[src/rtl/pktgen_pkg.sv]
// Shared types and txbuf word map for the periodic UDP packet source.
// Word 0 holds dest IP, 1 holds ports, 2 holds length, payload starts at 3.
package pktgen_pkg;

  typedef enum logic [2:0] {
    IDLE,
    WAIT_GRANT,
    LATCH,
    RELEASE,
    WAIT_TAKE,
    WAIT_DONE
  } state_e;

  localparam int TXBUF_W_IP      = 0;
  localparam int TXBUF_W_PORTS   = 1;
  localparam int TXBUF_W_LEN     = 2;
  localparam int TXBUF_W_PAYLOAD = 3;

  function automatic int payload_words(input int bytes);
    return (bytes + 3) / 4;
  endfunction

endpackage

[src/rtl/rr_arbiter.sv]
// Combinational round-robin pick: first requester strictly after last_i, wrapping.
// Zero latency; any_o is low when no requester is active.
module rr_arbiter #(
  parameter int N = 4,
  localparam int LW = (N > 1) ? $clog2(N) : 1
) (
  input  logic [N-1:0]  req_i,
  input  logic [LW-1:0] last_i,
  output logic [LW-1:0] gnt_idx_o,
  output logic          any_o
);

  logic [LW-1:0] idx;

  always_comb begin
    gnt_idx_o = last_i;
    any_o     = |req_i;
    idx       = '0;
    // Walk from farthest to nearest so the nearest requester after last_i wins.
    for (int i = N; i >= 1; i--) begin
      idx = LW'((int'(last_i) + i) % N);
      if (req_i[idx]) gnt_idx_o = idx;
    end
  end

endmodule

[src/rtl/udp_txbuf_pktgen.sv]
// Round-robin periodic UDP packet source driving the txbuf CPU port via grant/release.
// Read data is registered (1 cycle); a stalled grant merges further ticks into one pending send.
module udp_txbuf_pktgen
  import pktgen_pkg::*;
#(
  parameter int NUM_CH            = 4,
  parameter int AWIDTH            = 6,
  parameter int MAX_PAYLOAD_BYTES = 16,
  parameter int PERIOD_W          = 32,
  localparam int CHW = (NUM_CH > 1) ? $clog2(NUM_CH) : 1
) (
  input  logic                                  clk,
  input  logic                                  rst,
  input  logic [NUM_CH-1:0]                     ch_en,
  input  logic [NUM_CH*32-1:0]                  ch_dst_ip,
  input  logic [NUM_CH*32-1:0]                  ch_ports,
  input  logic [NUM_CH*8-1:0]                   ch_len,
  input  logic [NUM_CH*MAX_PAYLOAD_BYTES*8-1:0] ch_payload,
  input  logic [PERIOD_W-1:0]                   period,
  input  logic [AWIDTH-1:0]                     txbuf_addr,
  output logic [31:0]                           txbuf_rdata,
  input  logic                                  txbuf_cpu_grant,
  output logic                                  txbuf_cpu_rel,
  output logic                                  busy,
  output logic [CHW-1:0]                        active_ch,
  output logic [15:0]                           sent_cnt
);

  localparam int MAXB = MAX_PAYLOAD_BYTES;
  localparam int PAYW = payload_words(MAXB);

  state_e              state_q, state_d;
  logic [PERIOD_W-1:0] cnt_q, cnt_d;
  logic                tick;
  logic                pend_q, pend_d;
  logic [CHW-1:0]      rr_q, rr_d, act_q, act_d;
  logic [CHW-1:0]      gnt_idx;
  logic                gnt_any;
  logic                busy_q, busy_d;
  logic [15:0]         sent_q, sent_d;
  logic [31:0]         ip_q, ip_d, ports_q, ports_d;
  logic [7:0]          len_q, len_d;
  logic [MAXB*8-1:0]   pay_q, pay_d;
  logic [31:0]         rdata_q, rdata_d;

  logic [7:0]          sel_len, eff_len;
  logic [MAXB*8-1:0]   sel_pay, lat_pay;
  logic [PAYW*32-1:0]  pay_pad;

  rr_arbiter #(.N(NUM_CH)) u_arb (
    .req_i     (ch_en),
    .last_i    (rr_q),
    .gnt_idx_o (gnt_idx),
    .any_o     (gnt_any)
  );

  // period of 0 or 1 degenerates to a tick every cycle
  assign tick   = (period <= PERIOD_W'(1)) || (cnt_q >= period - PERIOD_W'(1));
  assign cnt_d  = tick ? '0 : cnt_q + PERIOD_W'(1);
  // IDLE always consumes the pending tick: it either starts a send or is dropped
  assign pend_d = tick || (pend_q && (state_q != IDLE));

  assign sel_len = ch_len[gnt_idx*8 +: 8];
  assign sel_pay = ch_payload[gnt_idx*(MAXB*8) +: MAXB*8];
  assign eff_len = (sel_len > 8'(MAXB)) ? 8'(MAXB) : sel_len;

  // Bytes beyond the packet length are zeroed once at snapshot time
  always_comb begin
    lat_pay = '0;
    for (int i = 0; i < MAXB; i++) begin
      if (i < int'(eff_len)) lat_pay[8*i +: 8] = sel_pay[8*i +: 8];
    end
  end

  always_comb begin
    state_d = state_q;
    busy_d  = busy_q;
    sent_d  = sent_q;
    act_d   = act_q;
    rr_d    = rr_q;
    ip_d    = ip_q;
    ports_d = ports_q;
    len_d   = len_q;
    pay_d   = pay_q;
    case (state_q)
      IDLE:       if (pend_q && |ch_en) state_d = WAIT_GRANT;
      WAIT_GRANT: if (txbuf_cpu_grant) state_d = LATCH;
      LATCH: begin
        if (gnt_any) begin
          ip_d    = ch_dst_ip[gnt_idx*32 +: 32];
          ports_d = ch_ports[gnt_idx*32 +: 32];
          len_d   = eff_len;
          pay_d   = lat_pay;
          act_d   = gnt_idx;
          rr_d    = gnt_idx;
          busy_d  = 1'b1;
          state_d = RELEASE;
        end else begin
          state_d = IDLE;
        end
      end
      RELEASE:    state_d = WAIT_TAKE;
      WAIT_TAKE:  if (!txbuf_cpu_grant) state_d = WAIT_DONE;
      WAIT_DONE: begin
        if (txbuf_cpu_grant) begin
          sent_d  = sent_q + 16'd1;
          busy_d  = 1'b0;
          state_d = IDLE;
        end
      end
      default:    state_d = IDLE;
    endcase
  end

  always_comb begin
    pay_pad               = '0;
    pay_pad[MAXB*8-1:0]   = pay_q;
    rdata_d               = '0;
    if (txbuf_addr == AWIDTH'(TXBUF_W_IP))         rdata_d = ip_q;
    else if (txbuf_addr == AWIDTH'(TXBUF_W_PORTS)) rdata_d = ports_q;
    else if (txbuf_addr == AWIDTH'(TXBUF_W_LEN))   rdata_d = {24'b0, len_q};
    else begin
      for (int k = 0; k < PAYW; k++) begin
        if (txbuf_addr == AWIDTH'(TXBUF_W_PAYLOAD + k)) rdata_d = pay_pad[32*k +: 32];
      end
    end
  end

  always_ff @(posedge clk) begin
    if (rst) begin
      state_q <= IDLE;
      cnt_q   <= '0;
      pend_q  <= 1'b0;
      rr_q    <= CHW'(NUM_CH - 1);
      act_q   <= '0;
      busy_q  <= 1'b0;
      sent_q  <= '0;
      ip_q    <= '0;
      ports_q <= '0;
      len_q   <= '0;
      pay_q   <= '0;
      rdata_q <= '0;
    end else begin
      state_q <= state_d;
      cnt_q   <= cnt_d;
      pend_q  <= pend_d;
      rr_q    <= rr_d;
      act_q   <= act_d;
      busy_q  <= busy_d;
      sent_q  <= sent_d;
      ip_q    <= ip_d;
      ports_q <= ports_d;
      len_q   <= len_d;
      pay_q   <= pay_d;
      rdata_q <= rdata_d;
    end
  end

  assign txbuf_rdata   = rdata_q;
  assign txbuf_cpu_rel = (state_q == RELEASE);
  assign busy          = busy_q;
  assign active_ch     = act_q;
  assign sent_cnt      = sent_q;

endmodule

[config.mk]
export PLATFORM = sky130hd
export DESIGN_NAME = udp_txbuf_pktgen
export DESIGN_NICKNAME = d
export VERILOG_FILES = /design/src/rtl/pktgen_pkg.sv /design/src/rtl/rr_arbiter.sv /design/src/rtl/udp_txbuf_pktgen.sv
export SDC_FILE = /design/constraint.sdc
export NUM_CORES = 1
export LEC_CHECK = 0
export ABC_CLOCK_PERIOD_IN_PS = 8000
export CAP_MARGIN = 20
export CORE_AREA = 2 2 346 348
export DETAILED_ROUTE_END_ITERATION = 12
export DIE_AREA = 0 0 348 350
export DONT_BUFFER_PORTS = 1
export GPL_TIMING_DRIVEN = 0
export PLACE_DENSITY_LB_ADDON = 0.25
export SETUP_SLACK_MARGIN = 0.2
export SYNTH_ARGS = -nofsm -noshare
export SYNTH_HDL_FRONTEND = slang
export SYNTH_SLANG_ARGS = --single-unit
[constraint.sdc]
create_clock -name clk -period 8 [get_ports clk]
set_clock_uncertainty 0.15 [all_clocks]
set_input_delay 0.4 -clock clk [delete_from_list [all_inputs] [get_ports clk]]
set_output_delay 0.4 -clock clk [all_outputs]
set_load 0.1 [all_outputs]
* Word-level counts from Yosys, hierarchy flattened *
Cells that the tools add are included.
Widths: inputs -> output; s select.

word-level totals
  logic and storage cells = 121
  input port bits = 845
  bits in registers = 289
  output and inout port bits = 52

cells by class
  shifts and indexed selects = 4
  reductions and logical operators = 14
  eq/ne operators = 16
  $add $sub $neg = 7
  magnitude comparators = 23
  multiplexer cells = 45

operators with widths
  operator               number
  $shiftx 512x10->128    1
  $shiftx 128x8->32      2
  $mux 32                7
  $mux 8                 17
  $lt 4x8->1 const A     8
  $add 32x1->32 const B  1
  $ge 32x32->1           1
  $le 32x1->1 const B    1
  $lt 3x8->1 const A     4
  $shiftx 32x6->8        1
  $sub 32x1->32 const B  1
  $eq 6x3->1 const B     3
  $pmux 3 s6             1
  $add 16x1->16 const B  1
  $lt 1x8->1 const A     2
  $lt 2x8->1 const A     2
  $eq 6x2->1 const B     2
  $lt 2x3->1 const B     4
  $mux 3                 4
  $mux 2                 5
  $ne 2x2->1 const B     5
  $bmux 1 s2             4
  $gt 8x5->1 const B     1
  $eq 3x2->1 const B     2
  other kinds (18)       29

* Logic depth before layout (Yosys ltp) *
Gate-level depths: netlist of run 1.

  depth in word-level cells = 12
  mapped depth = 15

* Cells and area by module *
Synthesis of run 1 repeated with hierarchy kept, for this count alone.

unflattened totals
  cells, all modules = 1669
  area, all modules = 17397.9 um^2

by module, submodules not included
  module            instances  area an instance (um^2)  seq. area each (um^2)  cells each
  udp_txbuf_pktgen  1          17325.4                  5785.5                 1655
  rr_arbiter        1          72.6                     0.0                    14

* Least setup slack after synthesis of run 1 *
No wires, ideal clock.

  kind = input -> register
  from = in period[10]
  to = reg cnt_q[13]
  required time = 7785 ps
  arrival = 3857 ps
  stages = 15
  setup slack = 3928 ps
  cells stage by stage = or4_1 -> or4_1 -> nor3_1 -> nand2_1 -> nor3_1 -> xnor2_1 -> ha_1 -> a21o_1 -> a21o_1 -> a211oi_1 -> o21ai_0 -> a21o_1 -> a211o_1 -> buf_2 -> nor2_1

on the way
  word-level cells in the longest chain between the ends = 4
  elaborated cells between the ends (all ways) = 5

RTL lines
  element                      line                     RTL
  start, declared              udp_txbuf_pktgen.sv:19   input logic [PERIOD_W-1:0] period,
  $sub 32x1->32                udp_txbuf_pktgen.sv:58   assign tick = (period <= PERIOD_W'(1)) || (cnt_q >= period - PERIOD_W'(1));
  $ge 32x32->1                 udp_txbuf_pktgen.sv:58
  $logic_or 1x1->1 *           udp_txbuf_pktgen.sv:58
  $reduce_or 2->1 (no line) *  --
  end signal, assigned         udp_txbuf_pktgen.sv:145  cnt_q <= cnt_d;
  end, declared                udp_txbuf_pktgen.sv:33   logic [PERIOD_W-1:0] cnt_q, cnt_d;

Mark *: on every way between the ends. The rest lies on a longest branch, timed or not.
A chain may end at the register's enable or synchronous reset.

* Final worst setup path of run 1 *
  from = in period[10]
  to = reg cnt_q[21]

The elaborated chain is that of the path after synthesis.

==> run_results.csv, run 1 <==
group,metric,value,unit
drt,wire_per_inst,33.3,µm
finish,final_nets,2707,
drt,dr_wl_met3,7700,µm
worst_setup_path,crit_path_start_kind,"primary input",
sta,worst_slack,3.82,ns
logic_synthesis,synth.distinct_cells,50,
logic_synthesis,syn_area_per_cell,9.84,µm²
sta,finalMaxSlewViolations,0,
sta,timing.fmax,0.239,GHz
finish,drive_above_1_share,0.179,
logic_synthesis,ys_seq_area_frac,0.335,
clock_tree,htree_levels,2,
drt,wl_met1,47600,µm
clock_tree,cts_hold_buf,3,
floorplanning,fp-row-count,126,
worst_setup_path,critPathKind,"in -> reg",
finish,multi_input_area,0.0109,mm²
logic_synthesis,syn-num-nets,2638,
worst_setup_path,critPathRequiredTime,8.35,ns
clock_tree,insertion_delay,0.59,ns
grt,grt_pass1_vias,15847,
logic_synthesis,yosysWarnings,0,
finish,fillCellCount,13109,
grt,track_usage,0.178,
placement,dp_hpwl,97100,µm
drt,vias_per_cell,4.62,
clock_tree,clockBufferDepth,3,
logic_synthesis,ys_ff_latch,289,
finish,syn2layout_area_growth,21.8,%
placement,pre_cts_slack,3.22,ns
grt,grt_pass1_wl,145000,µm
worst_setup_path,cp_max_fo,10,
sta,rsz0062_at_grt,"false",
drt,top_layer,"met5",
sta,hold_viol_final,0,
floorplanning,start_util,0.147,
finish,register_area,0.00579,mm²
grt,grt_overflow,0,
placement,gp_congestion,0.925,
floorplanning,die_w,348,µm
power_and_ir_drop,ir_worst_vdd,97.1,µV
drt,drt_iter0_markers,1462,
grt,antenna_found_initial,51,
clock_tree,path_clk_slew,0.06,ns
sta,fin_setup_tns,0,ns
sta,tightest_slew,1.24,ns
drt,drc,0,
floorplanning,core,0.118,mm²
drt,routed_wl,114000,µm
finish,final_cell_mix,"dfxtp_1 (289), nand2_1 (277), mux4_2 (195)",
finish,utilization,0.179,
clock_tree,cts_setup_buffers,0,
sta,fin_crit,4.18,ns
clock_tree,cts-root-buf,"clkbuf_16",
grt,grt_max_degree,13,
drt,dr.pass1.iters,7,
min_path,hp-class,"in -> reg",
power_and_ir_drop,powerDensity,186,mW/mm²
power_and_ir_drop,cellLeakagePower,0.00646,µW
finish,final_common_cell,"dfxtp_1",
floorplanning,die-area,0.122,mm²
logic_synthesis,synth_edf_count,0,
logic_synthesis,synthFlopType,"dfxtp_1",
worst_setup_path,cp-end-kind,"flip-flop",
sta,slew_headroom,0.172,
clock_tree,cts_resized,0,
drt,dr_total_vias,15844,
clock_tree,clock_sinks,289,
floorplanning,io_pins,897,
floorplanning,die_y,350,µm
sta,finalCritPeriodShare,0.523,
logic_synthesis,syn_area,0.0173,mm²
run,max_cap_violations,0,
logic_synthesis,synthCells,1757,
worst_setup_path,critical_path_arrival,4.53,ns
drt,drtAntennaViolNets,0,
placement,portBuffers,0,
clock_tree,numCtsBuffers,42,
status,status,"finished clean",
drt,routed-wl-met2,55100,µm
clock_tree,cts_tree,"done",
sta,setup_viol,0,
logic_synthesis,async_flop_share,0,
metal layers:
layer	GRT usage	up-vias
met2	0.304	857
met4	0.0481	30
met1	0.221	7904
met3	0.0458	163
met5	0.00706	-
li1	-	6890
cells in the mapped netlist (10+ instances only):
master,number,share of area
dfxtp_1,289,0.33
nand2_1,277,0.060
mux4_2,195,0.25
a21oi_1,161,0.047
nor2_1,124,0.027
clkbuf_1,106,0.023
o21ai_0,58,0.017
nand3_1,57,0.016
ha_1,36,0.026
xor2_1,36,0.018
xnor2_1,35,0.018
a32o_1,32,0.019
a222oi_1,31,0.018
buf_2,27,0.0078
nor3_1,27,0.0078
o211ai_1,24,0.010
inv_1,23,0.0050
a22oi_1,20,0.0087
a221oi_1,17,0.0086
nand4_1,16,0.0058
buf_1,15,0.0033
and3_1,14,0.0051
nor4_1,12,0.0043
a21o_1,11,0.0048
mux2i_1,11,0.0064
a211oi_1,10,0.0043
or3_1,10,0.0036
area by class of cell:
class | instances | share of cell area
Multi-Input combinational cell | 1297 | 0.516
Sequential cell | 289 | 0.275
Tap cell | 1536 | 0.0912
Clock buffer | 58 | 0.0575
Buffer | 148 | 0.0282
Timing Repair Buffer | 25 | 0.0166
Clock inverter | 18 | 0.00832
Inverter | 23 | 0.00410
Antenna cell | 33 | 0.00392
critical path: stages:
cell,delay [ns]
or4_1,0.58
or4_1,0.51
nor3_1,0.50
nand2_1,0.22
nor3_1,0.23
xnor2_1,0.21
ha_1,0.31
a21o_1,0.16
a21o_1,0.18
a211oi_1,0.21
o21ai_0,0.15
a21o_1,0.18
a211o_1,0.34
buf_2,0.23
nor2_1,0.12
sequential cells by signal, indices dropped and copies added (netlist names):
register / count
busy: 1
pay_pad: 128
txbuf_rdata: 32
len_q: 8
sent_cnt: 16
rr_q: 2
ports_q: 32
pend_q: 1
active_ch: 2
cnt_q: 32
state_q: 3
ip_q: 32
kinds of logic (layout without fill, tap and decap cells):
logic type,Yosys count,after routing,synth area share
adders and majority gates,36,36,0.0260
xor gates and xnor gates,71,71,0.0360
AOI/OAI and AO/OA,411,411,0.159
DFF,289,289,0.335
buffers and inverters,171,272,0.0391
and+or+nand+nor,573,573,0.145
other,0,33,0
muxes,206,206,0.260
final timing paths:
path                 from           to  slack, ns  cells past startpoint
min reg2reg      len_q[1]     len_q[1]       0.30                      2
min          ch_ports[87]  ports_q[23]       0.07                      3
max            period[10]    cnt_q[21]       3.82                     15
max reg2reg       rr_q[1]  pay_pad[96]       3.86                      7
power by group:
group	leakage [µW]	switching [µW]	internal (µW)
Clock	0.000673	780	1100
Sequential	0.00233	7.89	1440
Combinational	0.00346	348	230
through the flow:
stage          total power, µW  cell area (µm²)  instances  hold WS [ns]
6_report                  3910            21100       3427        0.0659
5_1_grt                   4070            21000       3413        0.0491
4_1_cts                   4010            20900       3391       0.00837
3_5_place_dp              2080            19500       3312         0.291
3_3_place_gp              2070            19200       3293         0.286
2_1_floorplan             1820            17300       1757         0.274
(Power assumes the default switching activity.)
==> run 2, diff against run 1 <==
--- a/config.mk
+++ b/config.mk
@@ -5,7 +5,7 @@
 export SDC_FILE = /design/constraint.sdc
 export NUM_CORES = 1
 export LEC_CHECK = 0
-export ABC_CLOCK_PERIOD_IN_PS = 8000
+export ABC_CLOCK_PERIOD_IN_PS = 3550
 export CAP_MARGIN = 20
 export CORE_AREA = 2 2 346 348
 export DETAILED_ROUTE_END_ITERATION = 12
==> constraint.sdc (replaced) <==
create_clock -name clk -period 3.55 [get_ports clk]
set_clock_uncertainty 0.15 [all_clocks]
set_input_delay 0.1775 -clock clk [delete_from_list [all_inputs] [get_ports clk]]
set_output_delay 0.1775 -clock clk [all_outputs]
set_load 0.1 [all_outputs]
==> run 2 against run 1 <==
  * Wire length rose by 7.3%
  * Clock power rose by 110%
  * Sequential share of layout area fell by 6.9 points
  * Die area did not move
  * Largest cell class unchanged
  * Cell count rose by 19%
  * Critical path depth did not move
  * Clock-buffer cell count fell by 1
  * The flow now finishes with violations (hold timing)
==> run_results.csv, run 2 (same netlist as run 1, synthesis figures left out) <==
group,metric,value,unit
clock_tree,clock_sinks,289,
worst_setup_path,r2r_setup_slack,0.31,ns
worst_setup_path,critPathRequiredTime,3.90,ns
floorplanning,die_w,348,µm
power_and_ir_drop,swShare,0.293,
worst_setup_path,reg2regPathDepth,8,
clock_tree,insertion_delay,0.59,ns
grt,grt_overflow,0,
worst_setup_path,critPathKind,"in -> reg",
worst_setup_path,cp-end-kind,"flip-flop",
floorplanning,fp-row-count,126,
sta,rsz0062_at_grt,"true",
placement,pre_cts_slack,-0.773,ns
clock_tree,htree_levels,2,
drt,drtAntennaViolNets,0,
sta,setup_viol,0,
floorplanning,core,0.118,mm²
clock_tree,numCtsBuffers,40,
finish,final_nets,3386,
sta,whs,-0.00314,ns
sta,tightest_slew,1.20,ns
grt,grt_max_degree,13,
drt,routed_wl,122000,µm
power_and_ir_drop,switchingPower,2730,µW
power_and_ir_drop,p_int,6590,µW
grt,antenna_found_initial,26,
finish,fillCellCount,12576,
drt,dr.pass1.iters,7,
power_and_ir_drop,powerDensity,332,mW/mm²
clock_tree,cts_tree,"done",
floorplanning,io_pins,897,
placement,gp_congestion,0.964,
finish,drive_above_1_share,0.160,
power_and_ir_drop,cellLeakagePower,0.00940,µW
sta,slew_headroom,0.199,
worst_setup_path,crit_path_start_kind,"primary input",
power_and_ir_drop,ir_worst_vdd,243,µV
finish,final_cell_mix,"dlygate4sd3_1 (665), dfxtp_1 (287), nand2_1 (275)",
finish,final_common_cell,"dlygate4sd3_1",
sta,hold_viol_final,1,
clock_tree,path_clk_slew,0.06,ns
drt,wire_per_inst,30.0,µm
sta,fin_crit,3.44,ns
min_path,hp-class,"in -> reg",
min_path,min_path_cells,3,
sta,worst_slack,0.114,ns
floorplanning,die-area,0.122,mm²
grt,grt_pass1_wl,160000,µm
placement,portBuffers,0,
drt,dr_total_vias,18974,
power_and_ir_drop,p_clk_frac,0.434,
status,status,"complete, but fails checks",
finish,largest_reg_flops,128,
power_and_ir_drop,pwr-share-comb,0.216,
placement,dp_hpwl,96800,µm
drt,drc,0,
grt,grt_pass1_vias,19537,
drt,drt_iter0_markers,1663,
clock_tree,cts-root-buf,"clkbuf_16",
sta,finalCritPeriodShare,0.968,
worst_setup_path,critical_path_arrival,3.78,ns
run,max_cap_violations,0,
grt,track_usage,0.191,
floorplanning,die_y,350,µm
floorplanning,start_util,0.147,
finish,syn2layout_area_growth,62.5,%
clock_tree,clockBufferDepth,3,
status,violations,"hold timing",
power_and_ir_drop,seqPwrFrac,0.351,
sta,finalMaxSlewViolations,0,
drt,vias_per_cell,4.64,
sta,timing.fmax,0.291,GHz
worst_setup_path,cp_max_fo,7,
## run 2: changes by cell type in the layout (fill, tap and decap cells not counted), moves of 12 or more
cell,previous run,this run
buf_4,4,29
diode_2,33,18
dlygate4sd3_1,3,665
nor2_1,122,100
nor2_4,0,12
## run 2: power groups by stage
| stage | Sequential [µW] | Clock, µW | Combinational, µW |
|---|---|---|---|
| after global placement | 3340 | 0 | 1330 |
| after detailed placement | 3340 | 0 | 1340 |
| after floorplan | 3340 | 0 | 767 |
| final | 3270 | 4040 | 2010 |
| after CTS | 3270 | 4190 | 1990 |
| after global routing | 3270 | 4300 | 2110 |
## run 2: timing repair
item | CTS | global route
cloned | 0 | 3
hold buffers | 665 | 0
endpoints found under the setup margin | 225 | 220
setup buffers | 10 | 5
resized for setup | 44 | 64
pin swaps | 8 | 23
endpoints found under the hold margin | 173 | 0
## run 2: worst max-delay path, cell delays in order
cell and delay (ns):
or4_4 0.52, or4_4 0.55, nor3_4 0.28, nand2_2 0.11
nor3_4 0.24, xnor2_2 0.14, ha_1 0.26, a21o_1 0.19
a21o_1 0.16, a211oi_2 0.17, o21ai_1 0.10, a21o_1 0.23
a211o_4 0.36, clkbuf_16 0.19, nor2_1 0.09
## run 2: worst paths after layout
kind | start | end
worst max-delay path | period[9] | cnt_q[7]
worst min-delay path | ch_payload[157] | pay_pad[29]
worst max register to register | state_q[2] | pay_pad[86]
worst min register to register | ip_q[24] | ip_q[24]
## run 2: cell type report
type | count | area (µm²) | share of cell area
clock buffer | 57 | 1160 | 0.0414
sequential | 289 | 5790 | 0.206
clock inverter | 12 | 128 | 0.00454
tap | 1536 | 1920 | 0.0684
multi-input combinational | 1297 | 11100 | 0.396
inverter | 23 | 86.3 | 0.00307
antenna | 18 | 45.0 | 0.00160
timing repair buffer | 706 | 7130 | 0.254
buffer | 148 | 697 | 0.0248
## run 2: per-stage QoR
step                      setup TNS (ns)   util  power (µW)  instances  cell area [µm²]
after detailed placement          -86.50  0.166        4680       3316            19600
after global placement           -239.35  0.164        4670       3293            19300
after global routing                   0  0.239        9670       4081            28100
final                                  0  0.239        9320       4086            28100
after floorplan                   -0.627      -        4100       1757            17300
after CTS                              0  0.236        9450       4060            27700
## run 2: per-layer routing
metal	share of wire	track usage
met1	0.40	0.234
met3	0.067	0.0401
met5	0.00036	0
met4	0.042	0.0698
met2	0.49	0.330
==> run 3, diff against run 2 <==
--- a/config.mk
+++ b/config.mk
@@ -5,7 +5,7 @@
 export SDC_FILE = /design/constraint.sdc
 export NUM_CORES = 1
 export LEC_CHECK = 0
-export ABC_CLOCK_PERIOD_IN_PS = 3550
+export ABC_CLOCK_PERIOD_IN_PS = 2750
 export CAP_MARGIN = 20
 export CORE_AREA = 2 2 346 348
 export DETAILED_ROUTE_END_ITERATION = 12
==> constraint.sdc (replaced) <==
create_clock -name clk -period 2.75 [get_ports clk]
set_clock_uncertainty 0.15 [all_clocks]
set_input_delay 0.1375 -clock clk [delete_from_list [all_inputs] [get_ports clk]]
set_output_delay 0.1375 -clock clk [all_outputs]
set_load 0.1 [all_outputs]
==> run 3 against run 2 <==
  * Synthesized area is the same
  * The flow now stops in clock tree synthesis
  * Synthesized cell count is the same
==> run_results.csv, run 3 <==
group,metric,value,unit
status,status,"did not finish",
status,haltStage,"clock tree synthesis",
status,error,"[ERROR RSZ-0060] Max buffer count reached.",
clock_tree,clock_sinks,289,
clock_tree,cts-root-buf,"clkbuf_16",
placement,gp_congestion,0.995,
logic_synthesis,synth_top_area_frac,0.335,
logic_synthesis,synthFlopType,"dfxtp_1",
logic_synthesis,synth_edf_count,0,
logic_synthesis,synthTopCellsByCount,"dfxtp_1 (289), nand2_1 (277), mux4_2 (195)",
placement,pre_cts_slack,-1.72,ns
placement,dp_hpwl,99000,µm
clock_tree,cts_hold_buf,695,
logic_synthesis,synth_most_common_cell,"dfxtp_1",
logic_synthesis,yosysWarnings,0,
logic_synthesis,synth_top_cell_by_area,"dfxtp_1",
logic_synthesis,synthCells,1757,
placement,portBuffers,0,
logic_synthesis,ys_ff_latch,289,
floorplanning,fp-row-count,126,
floorplanning,die_w,348,µm
logic_synthesis,synth.area.top_cells,"dfxtp_1 (33%), mux4_2 (25%), nand2_1 (6.0%)",
logic_synthesis,syn_area,0.0173,mm²
clock_tree,cts_setup_buffers,69,
clock_tree,clockBufferDepth,3,
clock_tree,htree_levels,2,
floorplanning,die_y,350,µm
logic_synthesis,async_flop_share,0,
logic_synthesis,syn-num-nets,2638,
logic_synthesis,syn_area_per_cell,9.84,µm²
floorplanning,io_pins,897,
logic_synthesis,synth.distinct_cells,50,
clock_tree,numCtsBuffers,41,
logic_synthesis,ys_seq_area_frac,0.335,
clock_tree,cts_resized,363,
floorplanning,start_util,0.147,
[run 3: cell counts after synthesis]
Identical to the previous run, type by type.
[run 3: per-stage QoR]
step | setup TNS [ns] | utilization | instance area, µm² | std cells | hold slack [ns]
floorplan | -25.06 | - | 17400 | 1757 | 0.166
global placement | -416.58 | 0.164 | 19300 | 3293 | 0.190
detailed placement | -314.08 | 0.167 | 19700 | 3316 | 0.194
[run 3: cell families after synthesis]
family	after synthesis	synth area share
buffers and inverters	171	0.0391
and+or+nand+nor	573	0.145
adders and majority gates	36	0.0260
muxes	206	0.260
DFF	289	0.335
AOI/OAI and AO/OA	411	0.159
xor gates and xnor gates	71	0.0360
==> run 4, diff against run 3 <==
==> config.mk (replaced) <==
export PLATFORM = sky130hd
export DESIGN_NAME = udp_txbuf_pktgen
export DESIGN_NICKNAME = d
export VERILOG_FILES = /design/src/rtl/pktgen_pkg.sv /design/src/rtl/rr_arbiter.sv /design/src/rtl/udp_txbuf_pktgen.sv
export SDC_FILE = /design/constraint.sdc
export NUM_CORES = 1
export LEC_CHECK = 0
export ABC_CLOCK_PERIOD_IN_PS = 3600
export CAP_MARGIN = 20
export CORE_AREA = 2 2 344 346
export DETAILED_ROUTE_END_ITERATION = 12
export DIE_AREA = 0 0 346 348
export DONT_BUFFER_PORTS = 1
export GPL_TIMING_DRIVEN = 0
export PLACE_DENSITY_LB_ADDON = 0.15
export SYNTH_ARGS = -nofsm -noshare
export SYNTH_HDL_FRONTEND = slang
export SYNTH_SLANG_ARGS = --single-unit
==> constraint.sdc (replaced) <==
create_clock -name clk -period 3.6 [get_ports clk]
set_clock_uncertainty 0.15 [all_clocks]
set_input_delay 0.18 -clock clk [delete_from_list [all_inputs] [get_ports clk]]
set_output_delay 0.18 -clock clk [all_outputs]
set_load 0.1 [all_outputs]
==> run 4 against run 3 <==
  * The flow now finishes without violations
==> run_results.csv, run 4 (same netlist as run 1, synthesis figures left out) <==
group,metric,value,unit
drt,vias_per_cell,4.60,
run,max_cap_violations,0,
power_and_ir_drop,cellLeakagePower,0.00935,µW
grt,grt_pass1_vias,19868,
power_and_ir_drop,p_total,9360,µW
sta,finalMaxSlewViolations,0,
clock_tree,insertion_delay,0.61,ns
placement,pre_cts_slack,-0.748,ns
sta,whs,0.0130,ns
sta,timing.fmax,0.283,GHz
worst_setup_path,crit_family,"buffers and inverters",
finish,largest_reg_flops,128,
finish,final_nets,3377,
clock_tree,htree_levels,2,
floorplanning,io_pins,897,
placement,gp_congestion,0.927,
floorplanning,fp-row-count,126,
finish,final_cell_mix,"dlygate4sd3_1 (674), dfxtp_1 (289), nand2_1 (276)",
sta,finalCritPeriodShare,0.981,
worst_setup_path,critical_path.max_stage_delay,0.79,ns
drt,drtAntennaViolNets,0,
grt,grt_pass1_wl,163000,µm
clock_tree,path_clk_slew,0.06,ns
worst_setup_path,crit_path_start_kind,"primary input",
finish,utilization,0.238,
worst_setup_path,critPathRequiredTime,3.98,ns
floorplanning,die-area,0.120,mm²
drt,wire_per_inst,30.1,µm
finish,syn2layout_area_growth,61.2,%
status,status,"finished clean",
clock_tree,cts-root-buf,"clkbuf_16",
worst_setup_path,crit_path_frequent_cell,"clkbuf_1",
placement,portBuffers,0,
finish,fillCellCount,12562,
worst_setup_path,crit_chain,"dlygate4sd3_1 -> clkbuf_1 -> nor2b_1 -> and3_1 -> clkbuf_1 -> clkbuf_1 -> a22oi_1 -> nand3_1 -> o21ai_0 -> a21oi_1",
sta,hold_viol_final,0,
worst_setup_path,cp_max_fo,10,
floorplanning,start_util,0.148,
min_path,hp-class,"in -> reg",
sta,rsz0062_at_grt,"true",
finish,fin_cells,4082,
finish,final_common_cell,"dlygate4sd3_1",
floorplanning,die_w,346,µm
power_and_ir_drop,ir_worst_vdd,307,µV
worst_setup_path,critical_path_arrival,3.92,ns
clock_tree,clock_sinks,289,
drt,drt_iter0_markers,1528,
drt,routed_wl,123000,µm
worst_setup_path,critPathSlowestCell,"clkbuf_1",
drt,dr.pass1.iters,8,
placement,dp_cells,3310,
floorplanning,die_y,348,µm
power_and_ir_drop,powerDensity,336,mW/mm²
worst_setup_path,cp-end-kind,"flip-flop",
drt,drc,0,
grt,grt_max_degree,14,
sta,setup_viol,0,
sta,slew_headroom,0.100,
clock_tree,cts_tree,"done",
worst_setup_path,path_buf_inv,4,
worst_setup_path,critPathKind,"in -> reg",
grt,antenna_found_initial,39,
finish,drive_above_1_share,0.141,
sta,tightest_slew,1.34,ns
finish,register_area,0.00579,mm²
clock_tree,numCtsBuffers,40,
sta,worst_slack,0.0686,ns
drt,dr_total_vias,18777,
placement,dp_hpwl,101000,µm
grt,track_usage,0.195,
floorplanning,core,0.117,mm²
finish,multi_input_area,0.0110,mm²
sta,fin_crit,3.53,ns
clock_tree,clockBufferDepth,3,
grt,grt_overflow,0,
run 4: repair_timing:
item	in CTS	in global routing
gates resized for setup	23	27
setup buffers	0	5
hold endpoints to repair	176	0
endpoints found under the setup margin	201	135
hold buffers	674	0
pin swaps	1	4
run 4: worst register-to-register path, cell delays in order (launching register included):
cell,delay [ns]
dfxtp_1,0.45
nand2_1,0.15
a31oi_4,0.36
and2_1,0.18
buf_2,0.27
clkbuf_2,0.38
buf_8,0.20
clkbuf_1,0.56
mux4_2,0.50
nand2_1,0.12
a21oi_1,0.08
run 4: where the power goes:
part,switching [µW],total (µW),internal [µW]
sequential,18.0,3220,3200
clock,1700,4200,2500
combinational,932,1940,1010
run 4: cell type report:
type / count / area share
Antenna cell: 20 / 0.00180
Buffer: 148 / 0.0236
Clock buffer: 52 / 0.0386
Clock inverter: 20 / 0.0107
Inverter: 23 / 0.00310
Multi-Input combinational cell: 1297 / 0.394
Sequential cell: 289 / 0.208
Tap cell: 1536 / 0.0690
Timing Repair Buffer: 697 / 0.252
run 4: routing by layer:
layer | GRT usage | wire [µm] | part of all wire | vias to the layer above
met3 | 0.0463 | 8210 | 0.067 | 194
met1 | 0.235 | 49900 | 0.41 | 9404
met5 | 0 | 161 | 0.0013 | -
met4 | 0.0601 | 3960 | 0.032 | 24
met2 | 0.343 | 60600 | 0.49 | 936
li1 | - | - | - | 8219
run 4: stage by stage:
step           setup TNS [ns]  area, µm²
6_report                    0      27900
5_1_grt                -0.185      27900
4_1_cts                     0      27700
3_5_place_dp           -71.03      19500
3_3_place_gp          -229.88      19200
2_1_floorplan               0      17300
run 4: final timing paths:
kind	cells past startpoint	to	start	slack, ns
worst min register to register	2	len_q[1]	len_q[1]	0.30
worst min-delay path	3	pay_pad[9]	ch_payload[393]	0.01
worst max-delay path	10	txbuf_rdata[6]	txbuf_addr[1]	0.07
worst max register to register	10	ip_q[23]	rr_q[1]	0.09
